--- src/rtl/matrix_load_sequencer.sv ---
// Frame parser for the serial link: HEADER, N, N*N matrix bytes, N vector bytes, TRAILER.
// Pushes payload into the matrix/vector FIFOs, then launches the processors and waits for completion.
module matrix_load_sequencer #(
    parameter logic [7:0]  HEADER  = 8'hFE,
    parameter logic [7:0]  TRAILER = 8'hEF,
    parameter int unsigned MAX_N   = 8
) (
    input  logic       clk,
    input  logic       reset,
    input  logic       rx_valid,
    input  logic [7:0] rx_data,
    input  logic       proc_done,
    output logic       rx_ready,
    output logic [3:0] N,
    output logic       push_matrix,
    output logic       push_vector,
    output logic [7:0] fifo_data,
    output logic       clr_fifos,
    output logic       start,
    output logic       frame_error
);

    localparam int unsigned CNT_W = 7;
    localparam logic [7:0]  MAX_N_B = 8'(MAX_N);

    typedef enum logic [2:0] {
        IDLE,
        GET_N,
        LOAD_MAT,
        LOAD_VEC,
        CHECK_END,
        ISSUE,
        WAIT_DONE
    } state_t;

    state_t             state, state_d;
    logic [CNT_W-1:0]   cnt, cnt_d;
    logic [3:0]         n_d;
    logic [7:0]         data_d;
    logic               push_m_d, push_v_d, clr_d, start_d, err_d, ready_d;
    logic               accept;
    logic [CNT_W-1:0]   nn;

    // rx_ready is a registered decode of the current state, so it is the handshake qualifier
    assign accept = rx_valid && rx_ready;
    assign nn     = CNT_W'(N) * CNT_W'(N);

    always_ff @(posedge clk or negedge reset) begin
        if (!reset) begin
            state       <= IDLE;
            cnt         <= '0;
            N           <= '0;
            fifo_data   <= '0;
            push_matrix <= 1'b0;
            push_vector <= 1'b0;
            clr_fifos   <= 1'b0;
            start       <= 1'b0;
            frame_error <= 1'b0;
            rx_ready    <= 1'b1;
        end else begin
            state       <= state_d;
            cnt         <= cnt_d;
            N           <= n_d;
            fifo_data   <= data_d;
            push_matrix <= push_m_d;
            push_vector <= push_v_d;
            clr_fifos   <= clr_d;
            start       <= start_d;
            frame_error <= err_d;
            rx_ready    <= ready_d;
        end
    end

    // Next-state and next-output logic; strobes land one cycle after the consuming edge
    always_comb begin
        state_d  = state;
        cnt_d    = cnt;
        n_d      = N;
        data_d   = fifo_data;
        push_m_d = 1'b0;
        push_v_d = 1'b0;
        clr_d    = 1'b0;
        start_d  = 1'b0;
        err_d    = 1'b0;

        case (state)
            IDLE: begin
                if (accept && rx_data == HEADER) begin
                    state_d = GET_N;
                    clr_d   = 1'b1;
                end
            end
            GET_N: begin
                if (accept) begin
                    if (rx_data >= 8'd1 && rx_data <= MAX_N_B) begin
                        n_d     = rx_data[3:0];
                        cnt_d   = '0;
                        state_d = LOAD_MAT;
                    end else begin
                        err_d   = 1'b1;
                        state_d = IDLE;
                    end
                end
            end
            LOAD_MAT: begin
                if (accept) begin
                    push_m_d = 1'b1;
                    data_d   = rx_data;
                    if (cnt == nn - CNT_W'(1)) begin
                        cnt_d   = '0;
                        state_d = LOAD_VEC;
                    end else begin
                        cnt_d = cnt + CNT_W'(1);
                    end
                end
            end
            LOAD_VEC: begin
                if (accept) begin
                    push_v_d = 1'b1;
                    data_d   = rx_data;
                    if (cnt == CNT_W'(N) - CNT_W'(1)) begin
                        cnt_d   = '0;
                        state_d = CHECK_END;
                    end else begin
                        cnt_d = cnt + CNT_W'(1);
                    end
                end
            end
            CHECK_END: begin
                if (accept) begin
                    if (rx_data == TRAILER) begin
                        start_d = 1'b1;
                        state_d = ISSUE;
                    end else begin
                        err_d   = 1'b1;
                        clr_d   = 1'b1;
                        state_d = IDLE;
                    end
                end
            end
            ISSUE: begin
                state_d = WAIT_DONE;
            end
            WAIT_DONE: begin
                if (proc_done) begin
                    state_d = IDLE;
                end
            end
            default: begin
                state_d = IDLE;
            end
        endcase

        ready_d = !(state_d == ISSUE || state_d == WAIT_DONE);
    end

endmodule

--- config.mk ---
export PLATFORM = sky130hd
export DESIGN_NAME = matrix_load_sequencer
export DESIGN_NICKNAME = d
export VERILOG_FILES = /design/src/rtl/matrix_load_sequencer.sv
export SDC_FILE = /design/constraint.sdc
export NUM_CORES = 1
export LEC_CHECK = 0
export CORE_UTILIZATION = 35
export DETAILED_ROUTE_END_ITERATION = 12
export PLACE_DENSITY = 0.59
export SLEW_MARGIN = 5
export SYNTH_ARGS = -nofsm -noshare
export SYNTH_HDL_FRONTEND = slang
export SYNTH_SLANG_ARGS = --single-unit
--- constraint.sdc ---
create_clock -name clk -period 4 [get_ports clk]
set_input_delay 0.6 -clock clk [delete_from_list [all_inputs] [get_ports clk]]
set_output_delay 0.6 -clock clk [all_outputs]
set_load 0.03 [all_outputs]
### Word level (Yosys, flattened, before mapping)

Index checks and enable logic that the tools add are counted.
W data, S select, Z words.

* input bits: 12
* output and inout bits: 18
* word-level logic and storage cells: 74
* register bits after elaboration: 28

* reduce and logical (&&, ||, !) cells: 11
* add/subtract/negate cells: 3
* muxes and demuxes: 31
* $lt $le $gt $ge: 2
* eq/ne operators: 16
* $mul: 1

Operator list (number)
* $mux W7: 6
* $mux W3: 9
* $pmux W3 S7: 1
* $pmux W7 S3: 1
* $eq A8 B8 Y1 const B: 2
* $eq A3 B3 Y1 const B: 5
* $eq A7 B7 Y1: 2
* $mux W1: 11
* $ge A8 B1 Y1 const B: 1
* $le A8 B4 Y1 const B: 1
* $ne A2 B2 Y1 const B: 4
* $add A7 B1 Y7 const B: 1
* $mul A4 B4 Y7: 1
* $sub A7 B1 Y7 const B: 1
* $eq A3 B2 Y1 const B: 2
* $reduce_and A5 Y1: 1
* $sub A4 B1 Y5 const B: 1
* $pmux W1 S2: 2
* $eq A3 B1 Y1 const B: 1
* $logic_and A1 B1 Y1: 3
* $logic_not A3 Y1: 1
* $reduce_and A3 Y1: 1
* $reduce_bool A3 Y1: 1
* $mux W2: 1
* other kinds (4): 4

### Longest topological paths before layout

Gate-level depths: netlist (run 1).

* word-level depth: 9
* gate-level depth with buffers: 14
* depth with buffers taken out: 13

### Least setup slack after synthesis (run 1)

Ideal clock, no wire load.

* path type: flip-flop to flip-flop
* from: register N[0]
* to: register cnt[2]
* path buffers: 1
* arrival time: 3.044 ns
* setup slack: 0.824 ns
* required time: 3.868 ns
* period minus slack after synthesis: 3.176 ns
* library setup time: 0.132 ns
* cell stages (with the launch flop): 15
* cells stage by stage: dfrtp_1 -> buf_2 -> inv_1 -> nand3_1 -> o21ai_0 -> a22oi_1 -> xor2_1 -> ha_1 -> ha_1 -> a21oi_1 -> a21oi_1 -> nor4b_2 -> nand4_2 -> a21oi_2 -> o22ai_1

* cells in the longest elaborated chain, start to end: 6
* elaborated cells on any way between the ends: 10
* those cells by class: 2 x add/sub; 1 x mul; 2 x eq/ne; 5 x mux

RTL lines
* start: declaration: RTL line 14 `output logic [3:0] N,`
* start signal: assignment: RTL line 63 `N <= n_d;`
* $mul A4 B4 Y7: RTL line 46 `assign nn = CNT_W'(N) * CNT_W'(N);`
* $sub A7 B1 Y7: RTL line 109 `if (cnt == nn - CNT_W'(1)) begin`
* $eq A7 B7 Y1: RTL line 109
* $mux W7: RTL line 109
* $mux W7: RTL line 106 `if (accept) begin`
* $pmux W7 S3 *: RTL line 86 `case (state)`
* end signal: assignment: RTL line 62 `cnt <= cnt_d;`
* end: declaration: RTL line 37 `logic [CNT_W-1:0] cnt, cnt_d;`

Every way passes the cells marked *; elsewhere a longest branch is shown, timed or not. The select of a mux whose other input is x is not followed.
A chain may end at the register's enable or synchronous reset.

### Final worst setup path (run 1)

Same ends and word-level chain as after synthesis.

==> flow_summary.yaml, run 1 <==
run_status:
  status: "finished clean"
sta:
  setup_violations: 0
  clock.fmax_mhz: 295
  post-route-period-util_pct: 84.6
  grt_setup_unrepaired: "false"
  setup-tns-final_ns: 0
  final_max_slew_viol_count: 0
  worstMarginPinSlew_ns: 0.648
  finClkSkew_ns: 0.00145
  post-route-min-period_ns: 3.39
  hold_ws_ns: 0.510
  slew_headroom_pct: 56.7
  hold_viol: 0
setup_path:
  startpoint_type: "flip-flop"
  max_stage_delay_ns: 0.58
  path_delay_family: "compound AO/OA/AOI/OAI gates"
  worst-path-buf-inv: 1
  end_kind: "flip-flop"
  rr_startpoint: "N[0]"
  ff2ff_setup_slack_ns: 0.61
  crit_type: "reg -> reg"
  critical_path.max_fanout: 12
  r2r-end: "cnt[2]"
  crit_cells: 13
  ff2ff_path_depth: 13
  crit_path_top_delay_cell: "dfrtp_1"
  required_ns: 4.15
  cp.arrival_ns: 3.54
  path_cells: "inv_1, nand3_1, o21ai_0, a22oi_1, xor2_1, ha_1, ha_1, a21oi_1, a21oi_1, nor4b_2, nand4_2, a21oi_2, o22ai_1"
synthesis:
  synth_nets: 219
  ys_warn_count: 0
  async_flop_share_pct: 100
  synth_edf_count: 0
  synth.distinct_cells: 49
  synth_ff_type: "dfrtp_1"
  synth_cells: 196
  avgSynthCellArea_um2: 9.75
  ys_ff_latch: 28
  seq_area_frac_synth_pct: 36.7
  netlist_area_um2: 1910
clock_network:
  h-tree-depth: 1
  cts_buffers: 3
  clkTransAtPathRegs_ns: 0.09
  cts_tree: "yes"
  cts_setup_buffers: 0
  cts-root-buf: "clkbuf_8"
  postCtsHoldBufs: 0
  cts.sinks: 28
  clk-insertion-delay-late_ns: 0.27
  clock_path_buffers: 2
  cts.repair.resized: 0
finish:
  drive_above_1_share_pct: 13.5
  syn_to_final_growth_pct: 21.1
  final_cell_mix: "clkdlybuf4s50_1, dfrtp_1, nand2_1"
  instances_no_fill: 293
  num_antenna_cells: 0
  final_common_cell: "clkdlybuf4s50_1"
  fillers: 502
  design_area_um2: 2310
  final_nets: 247
routing:
  drt-pass1-iter-count: 4
  ant_nets: 0
  drc_errors: 0
  drt_iter0_markers: 69
  wire_per_inst_um: 13.8
  dr_total_vias: 1483
  vias_per_cell: 5.06
  finalWirelength_um: 4030
global_route:
  overflow: 0
  grt_pass1_vias: 1461
  grt_usage_pct: 15.8
  antenna_found_initial: 0
  grt_max_degree: 29
  grt_pass1_wl_um: 6910
job:
  drv_cap: 0
pwr:
  p_sw_share_pct: 44.5
  p_comb_share_pct: 60.3
  p_switching_uw: 724
  power.internal_uw: 903
  power_density_nw_per_um2: 703
  clkPwrFrac_pct: 10.7
  vdd_drop_max_uv: 353
  leakage_uw: 0.000947
  p_seq_share_pct: 29.0
min_path:
  hold_path_end: "fifo_data[6]"
  holdCritPathClass: "reg -> reg"
  hp-start: "fifo_data[6]"
  hold_depth: 1
placement:
  hpwl_um: 2990
  numPortBuffers: 29
  placed_cell_area_um2: 2260
  place.gp.congestion: 0.793
  post-place-cells: 289
die:
  design.die.area_um2: 5760
  core-area_um2: 5170
  start_util_pct: 36.9
  rows: 26
  ios: 30
  fp.dieW_um: 75.9
  die_h_um: 75.9
power by group through the flow:
stage	logic, µW	registers (µW)	clock network [µW]
after floorplan	667	539	0
after global placement	980	475	0
after detailed placement	982	477	0
after CTS	986	472	182
after global routing	1080	488	194
final	980	472	175
through the flow:
step | setup WS, ns | power (µW) | util, %
after floorplan | 0.824 | 1210 | -
final | 0.614 | 1630 | 44.7
after global placement | 0.705 | 1460 | 43.7
after CTS | 0.600 | 1640 | 44.7
after detailed placement | 0.617 | 1460 | 43.7
after global routing | 0.297 | 1760 | 44.7
cells in the mapped netlist (3+ instances only):
cell type  instances  area, µm²
dfrtp_1           27        676
nand2_1           20       75.1
ha_1              11        138
nor3_1            11       55.1
inv_1             10       37.5
mux2_2            10        113
o21ai_0            9       45.0
a21oi_1            7       35.0
nor2_1             7       26.3
xor2_1             7       61.3
and3_1             5       31.3
nand3_1            5       25.0
xnor2_1            5       43.8
nor2b_1            4       25.0
o22ai_1            4       25.0
o31ai_1            4       30.0
buf_2              3       15.0
clkbuf_1           3       11.3
nand2b_1           3       18.8
nand3b_1           3       22.5
o21ai_1            3       15.0
cell type report:
cell class              instances  area (µm²)  area share [%]
repair buffers                 31         305            13.2
well taps                      70        87.6            3.79
inverters                      10        37.5            1.62
multi-input cells             150        1130            48.7
flip-flops and latches         28         702            30.3
clock buffers                   4        55.1            2.38
how the worst max path moves through the flow:
| stage | startpoint | end | slack (ns) |
|---|---|---|---|
| floorplan | N[0] | cnt[2] | 0.82 |
| global route | N[0] | cnt[6] | 0.30 |
| finish | N[0] | cnt[2] | 0.61 |
| detailed placement | N[0] | cnt[6] | 0.62 |
| CTS | N[0] | cnt[2] | 0.60 |
| global placement | N[0] | cnt[6] | 0.70 |
state kept, by name, summed over array words and instances (netlist names):
signal       flops
N                4
clr_fifos        1
cnt              7
fifo_data        8
frame_error      1
push_matrix      1
push_vector      1
rx_ready         1
start            1
state            3
metal layers:
layer	wire, µm	vias to the layer above	track usage (%)
li1	-	767	-
met1	2150	693	22.6
met2	1750	19	25.3
met3	86	4	1.98
met4	40	0	4.32
met5	0	-	0
logic make-up after synthesis:
group / count (synthesis) / synth area share [%]
fa+ha+maj: 11 / 7.20
compound gates: 43 / 15.7
buf+inv: 18 / 4.32
flops: 28 / 36.7
xor+xnor: 14 / 7.86
mux: 12 / 6.94
simple gates: 70 / 21.3
(Power assumes the default switching activity.)
==> run 2, diff against run 1 <==
==> constraint.sdc (replaced) <==
create_clock -name clk -period 3.4 [get_ports clk]
set_input_delay 0.51 -clock clk [delete_from_list [all_inputs] [get_ports clk]]
set_output_delay 0.51 -clock clk [all_outputs]
set_load 0.03 [all_outputs]
==> run 2 against run 1 <==
  * Routed wire length grew 0.52%
  * Die area is the same
  * Core utilization grew 0.63 points
  * Clock power grew 17%
  * Critical path type unchanged
  * Largest power group unchanged
==> flow_summary.yaml, run 2 (synthesis gave the netlist of run 1 again) <==
run_status:
  status: "finished clean"
setup_path:
  path_delay_family: "adder cells"
  crit_cells: 11
  required_ns: 3.55
  rr_startpoint: "N[3]"
  crit_type: "reg -> reg"
  end_kind: "flip-flop"
  worst-path-buf-inv: 0
  setup.worst_path.start: "N[3]"
  max_stage_delay_ns: 0.48
  crit_path_top_delay_cell: "dfrtp_2"
  path_cells: "nand2_1, ha_1, xor2_1, ha_1, ha_1, a21oi_1, a21oi_1, nor4b_2, nand4_2, a21oi_4, o22ai_1"
  cp.arrival_ns: 3.29
  startpoint_type: "flip-flop"
  crit_top_cell: "ha_1"
  critical_path.max_fanout: 11
  ff2ff_path_depth: 11
min_path:
  hp-start: "fifo_data[6]"
  holdCritPathClass: "reg -> reg"
  hold_depth: 1
die:
  core-area_um2: 5170
  start_util_pct: 36.9
  ios: 30
  design.die.area_um2: 5760
  fp.dieW_um: 75.9
  die_h_um: 75.9
  rows: 26
clock_network:
  clkTransAtPathRegs_ns: 0.09
  clk-insertion-delay-late_ns: 0.27
  cts_buffers: 3
  h-tree-depth: 1
  cts-root-buf: "clkbuf_8"
  clock_path_buffers: 2
  cts_tree: "yes"
  cts.sinks: 28
  cts_setup_buffers: 0
finish:
  final_cell_mix: "clkdlybuf4s50_1, dfrtp_1, nand2_1"
  post-route-util_pct: 45.4
  final_common_cell: "clkdlybuf4s50_1"
  top_regs: "fifo_data x8, cnt x7, N x4"
  largest_reg_flops: 8
  instances_no_fill: 296
  num_antenna_cells: 0
  final_nets: 250
  drive_above_1_share_pct: 15.5
  largest-register: "fifo_data"
  fillers: 507
  syn_to_final_growth_pct: 22.8
pwr:
  leakage_uw: 0.000961
  power_density_nw_per_um2: 832
  vdd_drop_max_uv: 383
sta:
  hold_viol: 0
  clock.fmax_mhz: 318
  worstMarginPinSlew_ns: 0.674
  setup-tns-final_ns: 0
  finClkSkew_ns: 0.00269
  setup_violations: 0
  post-route-min-period_ns: 3.14
  post-route-period-util_pct: 92.4
  slew_headroom_pct: 54.9
  final_max_slew_viol_count: 0
  grt_setup_unrepaired: "false"
job:
  drv_cap: 0
routing:
  drt-pass1-iter-count: 4
  wire_per_inst_um: 13.7
  dr_total_vias: 1518
  finalWirelength_um: 4050
  drc_errors: 0
  ant_nets: 0
  drt_iter0_markers: 59
  vias_per_cell: 5.13
global_route:
  grt_pass1_vias: 1515
  antenna_found_initial: 0
  grt_max_degree: 29
  grt_usage_pct: 15.8
  grt_pass1_wl_um: 6980
  overflow: 0
placement:
  place.gp.congestion: 0.793
  numPortBuffers: 29
  hpwl_um: 3150
  post-place-cells: 292
## run 2: cell types whose count changed in the layout (fill, tap and decap cells not counted), sizes merged
cell and delta:
buf +3
## run 2: area by class of cell
cell class | count | area [µm²] | area share, %
sequential | 28 | 704 | 30.0
timing repair buffer | 34 | 328 | 14.0
multi-input combinational | 150 | 1130 | 48.3
tap | 70 | 87.6 | 3.73
clock buffer | 4 | 55.1 | 2.35
inverter | 10 | 37.5 | 1.60
## run 2: layer usage
layer | global-route usage (%) | part of all wire, % | wire length (µm)
met1 | 21.6 | 51 | 2080
met2 | 26.7 | 46 | 1880
met3 | 1.72 | 1.6 | 65
met4 | 3.70 | 0.54 | 22
met5 | 0 | 0 | 0
## run 2: report_power, final
group	switching, µW	leakage, µW	internal (µW)	total (µW)
registers	108	0.000348	429	538
logic	662	0.000585	547	1210
clock network	99.9	0.0000288	104	204
total	871	0.000961	1080	1950
## run 2: metrics by stage
step	setup WS, ns	power [µW]	cell area, µm²	hold slack [ns]
2_1_floorplan	0.224	1420	1910	0.214
3_3_place_gp	0.260	1730	2280	0.488
3_5_place_dp	0.0949	1750	2280	0.491
4_1_cts	0.0670	1960	2340	0.514
5_1_grt	0.0328	2120	2350	0.540
6_report	0.258	1950	2350	0.508
## run 2: timing repair
| item | in CTS | in global routing |
|---|---|---|
| hold buffers | 0 | 0 |
| gates resized for setup | 0 | 3 |
| endpoints found under the setup margin | 0 | 7 |
## run 2: final timing paths
| path | to | slack, ns |
|---|---|---|
| min in group asynchronous | fifo_data[6] | 0.60 |
| worst min register to register | fifo_data[6] | 0.51 |
| worst max register to register | cnt[2] | 0.26 |
| max in group asynchronous | rx_ready | 2.50 |
| worst min-delay path | fifo_data[6] | 0.51 |
| worst max-delay path | cnt[2] | 0.26 |
==> run 3, diff against run 2 <==
--- a/config.mk
+++ b/config.mk
@@ -5,6 +5,7 @@
 export SDC_FILE = /design/constraint.sdc
 export NUM_CORES = 1
 export LEC_CHECK = 0
+export ABC_AREA = 1
 export CORE_UTILIZATION = 35
 export DETAILED_ROUTE_END_ITERATION = 12
 export PLACE_DENSITY = 0.59
==> run 3 against run 2 <==
  * Register-to-register slack better by 0.15 ns
  * Largest cell class unchanged
  * Synthesized cell count up 41%
  * Largest power group is now sequential cells
  * Clock-buffer cell count down 1
  * Highest routed layer unchanged
  * Combinational power down 84%
  * Total power down 55%
==> flow_summary.yaml, run 3 <==
run_status:
  status: "finished clean"
min_path:
  hold_depth: 2
  holdCritPathClass: "reg -> reg"
global_route:
  antenna_found_initial: 0
  grt_usage_pct: 17.8
  grt_max_degree: 29
  grt_pass1_wl_um: 7730
  grt_pass1_vias: 1750
  overflow: 0
die:
  rows: 26
  fp.dieW_um: 75.9
  start_util_pct: 36.9
  die_h_um: 75.9
  design.die.area_um2: 5760
  core-area_um2: 5170
  ios: 30
synthesis:
  synth_edf_count: 0
  synthTopCellsByArea: "dfrtp_1, nand2_1, inv_1"
  synth_most_common_cell: "nand2_1"
  async_flop_share_pct: 100
  netlist_area_um2: 1910
  ys_warn_count: 0
  synth_cells: 277
  synth_nets: 300
  synth.distinct_cells: 26
  synth_ff_type: "dfrtp_1"
  ys_ff_latch: 28
  yosysTopAreaCellShare_pct: 35.4
  seq_area_frac_synth_pct: 36.7
  synth_top_cell_by_area: "dfrtp_1"
  synth_common_cells: "nand2_1, inv_1, nand3_1"
  avgSynthCellArea_um2: 6.90
sta:
  post-route-period-util_pct: 88.1
  clock.fmax_mhz: 334
  slew_headroom_pct: 74.1
  setup_violations: 0
  final_max_slew_viol_count: 0
  post-route-min-period_ns: 3.00
  finClkSkew_ns: 0.00158
  setup-tns-final_ns: 0
  hold_viol: 0
  worstMarginPinSlew_ns: 0.388
  hold_ws_ns: 0.500
  grt_setup_unrepaired: "false"
pwr:
  vdd_drop_max_uv: 157
  leakage_uw: 0.00124
  power_density_nw_per_um2: 373
clock_network:
  cts-root-buf: "clkbuf_8"
  clk-insertion-delay-late_ns: 0.28
  cts_tree: "yes"
  clock_path_buffers: 2
  h-tree-depth: 1
  cts.repair.resized: 0
  cts.sinks: 28
  postCtsHoldBufs: 0
  cts_setup_buffers: 0
  clkTransAtPathRegs_ns: 0.10
  cts_buffers: 3
job:
  drv_cap: 0
routing:
  dr_total_vias: 1761
  drt-pass1-iter-count: 4
  drc_errors: 0
  ant_nets: 0
  wire_per_inst_um: 11.7
  finalWirelength_um: 4410
  drt_iter0_markers: 66
  vias_per_cell: 4.66
finish:
  final_nets: 332
  num_antenna_cells: 0
  final_common_cell: "nand2_1"
  drive_above_1_share_pct: 5.52
  largest-register: "fifo_data"
  final_cell_mix: "nand2_1, inv_1, nand3_1, clkdlybuf4s50_1, dfrtp_1"
  syn_to_final_growth_pct: 23.2
  top_regs: "fifo_data x8, cnt x7, N x4"
  largest_reg_flops: 8
setup_path:
  crit_top_cell: "nand2_1"
  max_stage_delay_ns: 0.54
  crit_type: "reg -> reg"
  crit_cells: 18
  cp.arrival_ns: 3.18
  critical_path.max_fanout: 9
  path_delay_family: "simple AND/OR/NAND/NOR gates"
  ff2ff_path_depth: 18
  startpoint_type: "flip-flop"
  end_kind: "flip-flop"
  path_cells: "nand2_1, ha_1, xor2_1, xor2_1, ha_1, ha_1, nand2_1, inv_1, nor2_1, nand2_1, nand2_1, inv_1, nor2_2, nand3_1, nand2_1, nand2_2, nand3_1, nand2_1"
  crit_path_top_delay_cell: "dfrtp_1"
  worst-path-buf-inv: 2
  required_ns: 3.58
placement:
  place.gp.congestion: 0.807
  numPortBuffers: 29
  hpwl_um: 3360
-- run 3: cell count changes after synthesis, moves of 5 or more --
cell	change
and3_1	-5
inv_1	+31
mux2_2	-10
nand2_1	+66
nand3_1	+24
nor2_1	+14
nor3_1	-7
o21ai_0	+8
-- run 3: worst register-to-register path, cell delays in order, from the launching register on --
cell and delay (ns):
dfrtp_1 0.54, nand2_1 0.16, ha_1 0.30, xor2_1 0.17, xor2_1 0.15, ha_1 0.30
ha_1 0.36, nand2_1 0.12, inv_1 0.04, nor2_1 0.09, nand2_1 0.06, nand2_1 0.06
inv_1 0.04, nor2_2 0.09, nand3_1 0.10, nand2_1 0.08, nand2_2 0.10, nand3_1 0.09
nand2_1 0.05
-- run 3: cell type report --
cell class	instances	area, µm²
fillers	517	2820
multi-input cells	201	1030
flip-flops and latches	28	702
repair buffers	30	298
inverters	45	169
well taps	70	87.6
clock buffers	3	41.3
clock inverters	1	30.0
-- run 3: where the power goes --
part           switching (µW)  internal (µW)  total (µW)  leakage, µW
registers                49.2            365         414     0.000359
logic                     111           85.7         197     0.000843
clock network             110            158         268    0.0000357
-- run 3: cell families (layout without fill, tap and decap cells) --
| logic type | after synthesis | in the layout | synth area share (%) |
|---|---|---|---|
| DFF | 28 | 28 | 36.7 |
| adders and majority gates | 11 | 11 | 7.20 |
| xor gates and xnor gates | 10 | 10 | 4.58 |
| AOI/OAI and AO/OA | 27 | 27 | 7.73 |
| buffers and inverters | 48 | 79 | 9.50 |
| and+or+nand+nor | 153 | 153 | 34.3 |
-- run 3: final timing paths --
kind	startpoint	endpoint	slack [ns]
hold / removal	fifo_data[1]	fifo_data[1]	0.50
hold reg to reg	fifo_data[1]	fifo_data[1]	0.50
setup reg to reg	N[3]	cnt[0]	0.40
max in group asynchronous	reset	rx_ready	2.50
setup / recovery	N[3]	cnt[0]	0.40
min in group asynchronous	reset	fifo_data[6]	0.60
-- run 3: metal layers --
| metal | share of wire [%] | track usage [%] | up-vias | wire length, µm |
|---|---|---|---|---|
| li1 | - | - | 941 | - |
| met1 | 53 | 23.9 | 791 | 2340 |
| met2 | 43 | 29.0 | 20 | 1890 |
| met3 | 2.1 | 2.78 | 9 | 92 |
| met4 | 2.1 | 6.58 | 0 | 94 |
| met5 | 0 | 0 | - | 0 |
-- run 3: per-stage QoR --
stage	total power, µW	area (µm²)	worst slack (ns)	util (%)	instances
5_1_grt	934	2350	0.135	45.5	378
6_report	879	2350	0.404	45.5	378
3_5_place_dp	620	2280	0.421	44.1	374
4_1_cts	889	2350	0.402	45.5	378
2_1_floorplan	548	1910	0.435	-	277
3_3_place_gp	617	2280	0.479	44.1	374
